--- config.mk ---
export PLATFORM = sky130hd
export DESIGN_NAME = acc_requant
export DESIGN_NICKNAME = d
export VERILOG_FILES = /design/src/rtl/acc_requant.sv
export SDC_FILE = /design/constraint.sdc
export NUM_CORES = 1
export LEC_CHECK = 0
export ABC_AREA = 1
export BUFFER_PORTS_ARGS = -buffer_cell sky130_fd_sc_hd__buf_2
export CAP_MARGIN = 10
export CORE_ASPECT_RATIO = 1.5
export CORE_MARGIN = 3
export CORE_UTILIZATION = 45
export DETAILED_ROUTE_END_ITERATION = 8
export PLACE_DENSITY = 0.67
export SYNTH_ARGS = -nofsm -noshare
export SYNTH_HDL_FRONTEND = slang
export SYNTH_SLANG_ARGS = --single-unit
--- constraint.sdc ---
create_clock -name clk -period 6.16 [get_ports clk]
set_input_delay 0.308 -clock clk [delete_from_list [all_inputs] [get_ports clk]]
set_output_delay 0.308 -clock clk [all_outputs]
set_load 0.01 [all_outputs]
--- src/rtl/acc_requant.sv ---
// Requantises a MAC accumulator: rounding arithmetic right shift, optional leaky-ReLU, saturate to OUT_W.
// Latency: 3 cycles from input transfer to out_valid; one item per cycle when not stalled.
// Backpressure: one global advance; a stalled output freezes all stages and drops in_ready.
module acc_requant #(
   parameter int ACC_W   = 64,
   parameter int OUT_W   = 16,
   parameter int SHIFT_W = 6
) (
   input  logic               clk,
   input  logic               rst_n,
   input  logic               in_valid,
   output logic               in_ready,
   input  logic [ACC_W-1:0]   in_acc,
   input  logic [SHIFT_W-1:0] shift,
   input  logic               leaky_en,
   output logic               out_valid,
   input  logic               out_ready,
   output logic [OUT_W-1:0]   out_data,
   input  logic               sat_clr,
   output logic [15:0]        sat_cnt
);

   // Internal shift amount only needs to reach ACC_W-1.
   localparam int SH_W = $clog2(ACC_W);
   // Values after rounding/shifting keep one extra bit so the rounding add never overflows.
   localparam int YW = ACC_W + 1;
   localparam int unsigned SH_MAX = ACC_W - 1;
   localparam logic [ACC_W:0] ONE_W = {{ACC_W{1'b0}}, 1'b1};
   localparam logic signed [ACC_W:0] Y_MAX = {{(ACC_W + 2 - OUT_W){1'b0}}, {(OUT_W - 1){1'b1}}};
   localparam logic signed [ACC_W:0] Y_MIN = {{(ACC_W + 2 - OUT_W){1'b1}}, {(OUT_W - 1){1'b0}}};

   logic adv;

   logic               v1_q, v2_q, v3_q;
   logic [ACC_W:0]     r1_q, r1_d;
   logic [SH_W-1:0]    sh1_q, sh1_d;
   logic               lk1_q;
   logic [ACC_W:0]     rnd;

   logic signed [ACC_W:0]   y_sh;
   logic signed [ACC_W+4:0] y_ext, y13;
   logic signed [ACC_W:0]   y2_q, y2_d;

   logic             sat_hi, sat_lo;
   logic [OUT_W-1:0] out_q, out_d;
   logic [15:0]      sat_cnt_q, sat_cnt_d;

   // The only stall source is a held output; bubbles travel like items.
   assign adv       = !(v3_q && !out_ready);
   assign in_ready  = adv;
   assign out_valid = v3_q;
   assign out_data  = out_q;
   assign sat_cnt   = sat_cnt_q;

   // Stage 1 next state: clamp the shift and add the half-LSB rounding term.
   always_comb begin
      sh1_d = SH_W'(shift);
      if (32'(shift) > SH_MAX) begin
         sh1_d = SH_W'(SH_MAX);
      end
      rnd = '0;
      if (sh1_d != '0) begin
         rnd = ONE_W << (sh1_d - SH_W'(1));
      end
      r1_d = {in_acc[ACC_W-1], in_acc} + rnd;
   end

   // Stage 2 next state: arithmetic shift, then slope 13/128 on negatives when leaky is enabled.
   always_comb begin
      y_sh  = $signed(r1_q) >>> sh1_q;
      y_ext = {{4{y_sh[ACC_W]}}, y_sh};
      y13   = (y_ext <<< 3) + (y_ext <<< 2) + y_ext;
      y2_d  = y_sh;
      if (lk1_q && y_sh[ACC_W]) begin
         // Magnitude only shrinks, so the floor result always fits back in YW bits.
         y2_d = YW'(y13 >>> 7);
      end
   end

   // Stage 3 next state: saturate and count clamp events, clear winning over increment.
   always_comb begin
      sat_hi = (y2_q > Y_MAX);
      sat_lo = (y2_q < Y_MIN);
      out_d  = y2_q[OUT_W-1:0];
      if (sat_hi) begin
         out_d = Y_MAX[OUT_W-1:0];
      end else if (sat_lo) begin
         out_d = Y_MIN[OUT_W-1:0];
      end
      sat_cnt_d = sat_cnt_q;
      if (sat_clr) begin
         sat_cnt_d = '0;
      end else if (adv && v2_q && (sat_hi || sat_lo) && (sat_cnt_q != 16'hFFFF)) begin
         sat_cnt_d = sat_cnt_q + 16'd1;
      end
   end

   // Valid bits shift forward together on every advance.
   always_ff @(posedge clk or negedge rst_n) begin
      if (!rst_n) begin
         v1_q <= 1'b0;
         v2_q <= 1'b0;
         v3_q <= 1'b0;
      end else if (adv) begin
         v1_q <= in_valid;
         v2_q <= v1_q;
         v3_q <= v2_q;
      end
   end

   // Datapath registers load only on advance and only behind a valid item.
   always_ff @(posedge clk or negedge rst_n) begin
      if (!rst_n) begin
         r1_q  <= '0;
         sh1_q <= '0;
         lk1_q <= 1'b0;
         y2_q  <= '0;
         out_q <= '0;
      end else if (adv) begin
         if (in_valid) begin
            r1_q  <= r1_d;
            sh1_q <= sh1_d;
            lk1_q <= leaky_en;
         end
         if (v1_q) begin
            y2_q <= y2_d;
         end
         if (v2_q) begin
            out_q <= out_d;
         end
      end
   end

   // Saturation event counter, sticky at all-ones.
   always_ff @(posedge clk or negedge rst_n) begin
      if (!rst_n) begin
         sat_cnt_q <= '0;
      end else begin
         sat_cnt_q <= sat_cnt_d;
      end
   end

endmodule

==> metrics.yaml <==
dr.pass1.iters: 8
maxSlewHeadroom: 0.1449
synthAdderAreaFrac: 0.1312
setup_viol: 0
rows: 98
io_pins: 110
cts.clk_slew.worst_paths_ps: 90
criticalPathCategory: "register to register"
status: "complete, no violations"
synth.area.mux_share: 0.007288
fin_crit_ps: 5790
vias_per_cell: 5.704
yosysWarnings: 0
netlist_area_um2: 21970
area_growth_pct: 8.865
critPathMaxStageDelay_ps: 580
synth_edf_count: 0
synth_xor_area_frac: 0.02710
crit_fanout: 23
instances_no_fill: 4292
critPathMostFrequentCell: "o21ai_0"
required_ps: 6570
start_util: 0.4583
cts_sinks: 172
detail_route.wl_per_cell_um: 21.25
grt-ovfl-total: 0
routabilityCongestion: 1.104
worstSkewPairLatency_ps: 490
cp.arrival_ps: 6200
cts_setup_buffers: 0
drc: 0
fin_crit_sh: 0.9400
drt-initial-drc-count: 1748
grt_max_degree: 93
drt-total-wl_um: 91190
mostFrequentLayoutCells: "892 x nand2_1, 398 x inv_1, 397 x nor2_1"
synth_top_family_by_area: "simple AND/OR/NAND/NOR gates"
ff2ff_setup_slack_ps: 370
grt_pass1_vias: 24020
grt_pass1_wl_um: 137600
seq_area_frac_synth: 0.1959
fmax_mhz: 172.7
numCtsBuffers: 17
die-area_um2: 51570
hpwl_um: 75410
avgSynthCellArea_um2: 6.157
core_um2: 47940
final_common_cell: "nand2_1"
cts_tree: "yes"
hp-class: "input port to register"
cts_htree_levels: 4
cts-root-buf: "clkbuf_16"
syn-num-nets: 3837
fin_nets: 3897
ant_nets: 0
rsz0062_at_grt: "false"
yosys.area_share.simple: 0.3338
setup_tns_ps: 0
startpoint_type: "register"
ys_types: 58
finClkSkew_ps: 24.02
endpoint_kind: "register"
drive_above_1_share: 0.07606
synth_flop_cell: "dfrtp_1"
drv_cap: 0
worstMarginPinSlew_ps: 1269
synth_compound_area_frac: 0.2063
track_usage: 0.3461
hold_violations: 0
cts.path.max_buffers: 2
crit_chain: "buf_12, o21ai_0, nor2_1, a31oi_1, nand2_1, o21ai_0, o21ai_0, o21ai_0, a31oi_1, a21oi_1, fa_1, ha_1, a21oi_1, inv_1, a31oi_1, o21ai_0, a21oi_1, nor2_1, a211oi_1, buf_4, nand2_1, nand2_1, nand3_1, a21oi_1"
nFillCells: 5161
slew_viol_final: 0
async_flop_share: 1.000
dieWidth_um: 186.4
numPortBuffers: 109
ys_seq_elements: 172
dp.cells: 4259
die_h_um: 276.6
vias: 24480
antenna_found_initial: 0
antennaDiodeCount: 0
synthCells: 3569
crit_slowest_cell: "dfrtp_2"
==> timing repair <==
item                       4_1_cts  5_1_grt
setup endpoints to repair        0        9
hold buffers                     1        0
hold endpoints to repair        44        0
gates resized for setup          0        9
==> synth_stat cells (24+ instances only) <==
| cell | instances | share of area |
|---|---|---|
| nand3_1 | 308 | 0.070 |
| nand2_1 | 894 | 0.15 |
| buf_2 | 24 | 0.0055 |
| nand2_2 | 28 | 0.0080 |
| xnor2_1 | 31 | 0.012 |
| o21ai_0 | 333 | 0.076 |
| a31oi_1 | 51 | 0.015 |
| clkbuf_1 | 76 | 0.013 |
| nor3_1 | 41 | 0.0093 |
| inv_1 | 398 | 0.068 |
| nor4_1 | 25 | 0.0071 |
| fa_1 | 64 | 0.058 |
| xor2_1 | 37 | 0.015 |
| o211ai_1 | 24 | 0.0082 |
| ha_1 | 128 | 0.073 |
| o21a_1 | 25 | 0.0085 |
| nand4_1 | 24 | 0.0068 |
| a21oi_1 | 310 | 0.071 |
| dfrtp_1 | 172 | 0.20 |
| nor2_1 | 398 | 0.068 |
==> layer usage <==
metal	up-vias	wire, um	track usage
met4	0	10050	0.3034
met2	888	45860	0.6345
met1	11260	31110	0.3404
met3	337	4160	0.04445
met5	-	0	0
li1	12000	-	-
==> path summary, 6_finish.rpt <==
check / startpoint / end / depth (start not counted)
max in group asynchronous: rst_n / sh1_q[2] / 3
setup reg to reg: sh1_q[0] / y2_q[47] / 24
hold reg to reg: y2_q[14] / y2_q[14] / 2
hold / removal: leaky_en / lk1_q / 3
setup / recovery: sh1_q[0] / y2_q[47] / 24
min in group asynchronous: rst_n / sat_cnt[5] / 2
==> stage by stage <==
step	setup WS (ps)	util	area (um2)	hold WS, ps
6_report	369.7	0.4990	23920	32.23
3_3_place_gp	504.5	0.4852	23260	262.4
2_1_floorplan	1854	-	21970	12.41
4_1_cts	433.1	0.4987	23910	31.34
5_1_grt	2.744	0.4990	23920	54.45
3_5_place_dp	483.5	0.4852	23260	261.4
==> cell type report <==
type | count | area [um2] | share of cell area
Clock inverter | 15 | 216.5 | 0.009048
Timing Repair Buffer | 175 | 1087 | 0.04545
Sequential cell | 172 | 4308 | 0.1801
Multi-Input combinational cell | 2857 | 15540 | 0.6496
Inverter | 406 | 1531 | 0.06402
Clock buffer | 17 | 425.4 | 0.01778
Tap cell | 650 | 813.3 | 0.03400
==> kinds of logic after synthesis <==
family | Yosys count
flops | 172
simple gates | 1754
buf+inv | 540
compound gates | 826
xor+xnor | 68
mux | 16
other cells | 1
fa+ha+maj | 192
==> flip-flops by register name, summed over array words and instances (netlist names), 6 cells and up <==
signal / count
r1_q: 65
out_data: 16
sh1_q: 6
sat_cnt: 16
y2_q: 65
==> worst max-delay path, delay by kind of cell (launching register included) <==
kind / cells / cell delay (ps)
flops: 1 / 580
fa+ha+maj: 2 / 940
simple gates: 6 / 450
compound gates: 13 / 3260
buf+inv: 3 / 470
Power is not shown: default switching activity piles up to over one toggle a cycle in this logic, so the estimate is an artifact.
